<file path="src/rtl/timer_irq_ctrl.sv">
// timer_irq_ctrl: multi-channel periodic interrupt scheduler with round-robin irq/ack arbitration
module timer_irq_ctrl #(
  parameter int NCH   = 4,
  parameter int WIDTH = 8,
  parameter int IDW   = 2
) (
  input  logic             clk_i,
  input  logic             rst_i,
  input  logic             tick_i,
  input  logic             cfg_we_i,
  input  logic [IDW-1:0]   cfg_ch_i,
  input  logic [WIDTH-1:0] cfg_period_i,
  input  logic             cfg_enable_i,
  input  logic             ack_i,
  output logic             irq_o,
  output logic [IDW-1:0]   irq_id_o,
  output logic [NCH-1:0]   pending_o,
  output logic [NCH-1:0]   overrun_o
);
  typedef enum logic {IDLE, SERVE} state_t;
  state_t           state_q, state_d;
  logic [IDW-1:0]   ptr_q, ptr_d, id_q, id_d, sel, idx;
  logic [NCH-1:0]   en_q, en_d, pend_q, pend_d, ovr_q, ovr_d, hit, clr, fire;
  logic [WIDTH-1:0] period_q [NCH];
  logic [WIDTH-1:0] period_d [NCH];
  logic [WIDTH-1:0] cnt_q [NCH];
  logic [WIDTH-1:0] cnt_d [NCH];
  // a config write overrides tick and ack on its channel; a fire beats a same-cycle ack
  always_comb begin
    for (int i = 0; i < NCH; i++) begin
      hit[i]      = cfg_we_i && cfg_ch_i == IDW'(i);
      clr[i]      = state_q == SERVE && ack_i && id_q == IDW'(i);
      fire[i]     = tick_i && en_q[i] && cnt_q[i] == '0;
      en_d[i]     = hit[i] ? cfg_enable_i : en_q[i];
      period_d[i] = hit[i] ? cfg_period_i : period_q[i];
      cnt_d[i]    = hit[i] ? cfg_period_i :
                    !(tick_i && en_q[i]) ? cnt_q[i] :
                    fire[i] ? period_q[i] : cnt_q[i] - WIDTH'(1);
      pend_d[i]   = !hit[i] && (fire[i] || (pend_q[i] && !clr[i]));
      ovr_d[i]    = !hit[i] && (ovr_q[i] || (fire[i] && pend_q[i] && !clr[i]));
    end
  end
  // scan downward so the pending channel closest to ptr wins
  always_comb begin
    sel = ptr_q;
    idx = ptr_q;
    for (int k = NCH - 1; k >= 0; k--) begin
      idx = ptr_q + IDW'(k);
      sel = pend_q[idx] ? idx : sel;
    end
  end
  always_comb begin
    state_d = state_q;
    ptr_d   = ptr_q;
    id_d    = id_q;
    if (state_q == IDLE && |pend_q) begin
      state_d = SERVE;
      id_d    = sel;
    end else if (state_q == SERVE && ack_i) begin
      state_d = IDLE;
      ptr_d   = id_q + IDW'(1);
    end
  end
  always_ff @(posedge clk_i or posedge rst_i) begin
    if (rst_i) begin
      state_q  <= IDLE;
      ptr_q    <= '0;
      id_q     <= '0;
      en_q     <= '0;
      pend_q   <= '0;
      ovr_q    <= '0;
      period_q <= '{default: '0};
      cnt_q    <= '{default: '0};
    end else begin
      state_q  <= state_d;
      ptr_q    <= ptr_d;
      id_q     <= id_d;
      en_q     <= en_d;
      pend_q   <= pend_d;
      ovr_q    <= ovr_d;
      period_q <= period_d;
      cnt_q    <= cnt_d;
    end
  end
  assign irq_o     = state_q == SERVE;
  assign irq_id_o  = id_q;
  assign pending_o = pend_q;
  assign overrun_o = ovr_q;
endmodule

</file>
<file path="config.mk">
export PLATFORM = sky130hd
export DESIGN_NAME = timer_irq_ctrl
export DESIGN_NICKNAME = d
export VERILOG_FILES = /design/src/rtl/timer_irq_ctrl.sv
export SDC_FILE = /design/constraint.sdc
export NUM_CORES = 1
export LEC_CHECK = 0
export CORE_UTILIZATION = 35
export DETAILED_ROUTE_END_ITERATION = 12
export GPL_ROUTABILITY_DRIVEN = 0
export RECOVER_POWER = 100
export SLEW_MARGIN = 20
export SYNTH_ARGS = -nofsm -noshare
export SYNTH_HDL_FRONTEND = slang
export SYNTH_SLANG_ARGS = --single-unit
</file>
<file path="constraint.sdc">
create_clock -name clk_i -period 8.2 [get_ports clk_i]
set_input_delay 2.46 -clock clk_i [delete_from_list [all_inputs] [get_ports clk_i]]
set_output_delay 2.46 -clock clk_i [all_outputs]
set_load 0.005 [all_outputs]
</file>
==> flow_summary.toml <==
[status]
status = "finished with violations"
violations = "capacitance limit, slew limit"

[hold_path]
min_to = "period_q[1]$_DFFE_PP0P_"
min_from = "period_q[1]$_DFFE_PP0P_"
min_delay_path_depth = 2
hp-class = "reg2reg"

[placed_design]
io_buffers = 26
dp_hpwl_um = 7230
placed_cell_area_mm2 = 0.00477
dpl.cell_count = 668
place_ws_ns = 3.44

[die]
initial_core_util_pct = 36.1
die_h_um = 114
rows = 40
core_area_mm2 = 0.0121
io_pins = 27
die_area_mm2 = 0.0129
die_w_um = 114

[worst_setup_path]
reg2reg_to = "cnt_q[8]$_DFFE_PP0P_"
cp.required_ns = 8.40
reg2reg_depth = 6
worstSetupPathType = "in2reg"
critical_path.max_fanout = 16
reg2reg_from = "cnt_q[8]$_DFFE_PP0P_"
cp-start-kind = "input pin"
crit_arrival_ns = 5.43
cp-end-kind = "flop"
rrSetupSlack_ns = 5.55

[synthesis]
synth-compound-area-share_pct = 16.0
synth-seq-area-share_pct = 46.4
ys.flop_type = "dfrtp_1"
synth_seq_cells = 81
yosysWarnings = 0
synth_top_family_by_area = "simple AND/OR/NAND/NOR gates"
synthArstFlopShare_pct = 100
synth_edf_count = 0
syn_avg_cell_area_um2 = 8.83
synth_mux_area_share_pct = 2.55
syn_area_mm2 = 0.00437
synth_fa_ha_area_share_pct = 3.43
syn_nets = 523
synth-simple-area-share_pct = 26.3
synth.distinct_cells = 55
synth_cells = 495
synthXorXnorAreaFrac_pct = 2.00

[power]
ir_worst_vdd_v = 0.000101
total_power_mw = 1.53
leakage_nw = 2.31
powerDensity_mw_per_mm2 = 301

[sta]
finalSetupTns_ns = 0
fmax_mhz = 191
whs_ns = 0.467
final.setup_skew_ns = 0.00839
finalSetupViolCount = 0
final_hold_viol_count = 0
slew_headroom_pct = -26.8
worst_slew_pin_slew_ns = 1.90
min_period_over_period_pct = 63.8
fin_ws_ns = 2.97
min_period_ns = 5.23
slew_violations = 17
rsz0062_at_grt = "false"

[grt]
grt_pass1_vias = 3552
grt_max_degree = 82
antenna_found_initial = 0
grt_usage_pct = 18.2
grt_overflow = 0
grt_pass1_wl_um = 18400

[drt]
drtPass1Iterations = 4
viasPerCell = 5.38
drt_wl_total_um = 10800
routedWlPerCell_um = 15.7
dr_total_vias = 3678
drc_errors = 0
first_iter_violations = 209
ant_nets = 0

[clock_network]
cts_resized = 0
clock_latency_ns = 0.34
clk_pin_slew_ns = 0.06
postCtsSetupBuffers = 0
clk_path_buf_depth = 2
cts.htree.levels = 3
cts_tree = "built"
cts_root_buf = "clkbuf_16"
ctsHoldBuffers = 0
cts_buffers = 9
cts_sinks = 81

[finish]
syn_to_final_growth_pct = 15.9
fin_cells = 684
final_cell_area_mm2 = 0.00506
nNetsFinal = 539
final_layout_size_suffix_gt1_share_pct = 5.43
antenna_cells = 0
num-fill-cells = 1246
final_core_util_pct = 41.8

[run]
max-cap-violations = 1
-- cell usage after synthesis, drive strengths merged (8+ instances only) --
cell type	count	share of area (%)
nand2	126	11
or3	9	1.3
a21oi	14	1.6
xor2	8	1.6
nand3	23	2.6
nor4	8	1.3
a22oi	12	2.1
inv	17	1.5
clkbuf	21	1.8
o21ai	18	2.1
and3	8	1.1
dfrtp	81	46
mux2i	10	2.3
a31oi	9	1.3
ha	12	3.4
nor2	28	2.4
nor3	9	1.5
-- final cells by class --
cell class | instances | area [um^2] | area share, %
Clock buffer | 10 | 239 | 4.72
Clock inverter | 6 | 66.3 | 1.31
Inverter | 17 | 65.1 | 1.28
Multi-Input combinational cell | 375 | 2190 | 43.2
Sequential cell | 81 | 2030 | 40.0
Tap cell | 168 | 210 | 4.15
Timing Repair Buffer | 27 | 272 | 5.36
-- power by group --
part	internal (mW)	switching, mW
logic	0.215	0.259
clock network	0.245	0.171
registers	0.508	0.128
-- cells in the final DEF, fill, tap and decap left out, drive strengths merged, types with 6 or more instances in the layout --
master         instances
clkbuf                10
o221ai                 7
o21ai                 18
o211ai                 6
ha                    12
clkdlybuf4s50         11
a21oi                 14
or3                    9
a22oi                 12
a31oi                  9
xor2                   8
dfrtp                 81
nand2                126
dlygate4sd3           15
nor4                   8
nor3                   9
nor2                  28
mux2i                 10
nand3                 23
inv                   17
and3                   8
-- cells by family (layout without fill, tap and decap cells) --
logic type	after synthesis	in the layout
multiplexers	11	11
AO/OA/AOI/OAI	101	101
adder cells (fa/ha/maj)	12	12
AND/OR/NAND/NOR	241	241
buffers and inverters	39	60
XOR/XNOR	10	10
flip-flops	81	81
-- state kept, by name (all words and copies together), names as in the netlist --
signal     count
cnt_q         32
period_q      32
en_q           4
overrun_o      4
pending_o      4
irq_id_o       2
ptr_q          2
irq_o          1
-- worst max path at each step --
stage	from	end	slack (ns)	cells past startpoint
global route	cfg_we_i	cnt_q[25]$_DFFE_PP0P_	2.54	5
finish	cfg_we_i	cnt_q[29]$_DFFE_PP0P_	2.97	5
CTS	cfg_we_i	cnt_q[29]$_DFFE_PP0P_	3.76	5
floorplan	rst_i	cnt_q[0]$_DFFE_PP0P_	3.66	1
detailed placement	cfg_we_i	cnt_q[29]$_DFFE_PP0P_	3.44	5
global placement	tick_i	cnt_q[16]$_DFFE_PP0P_	3.52	5
-- per-layer routing --
layer  vias up  GRT usage, %  part of all wire, %
met5         -             0                    0
met4         0          3.95                 0.76
met3         8          3.03                  4.7
met2        89          29.0                   46
met1      1797          25.9                   49
li1       1784             -                    -
-- critical path, stage by stage --
cell           delay, ns
dlygate4sd3_1       0.67
nor3b_1             1.50
nor2_1              0.32
a311oi_1            0.37
o31ai_1             0.11
Note: power is estimated with default switching activity, not from simulation.
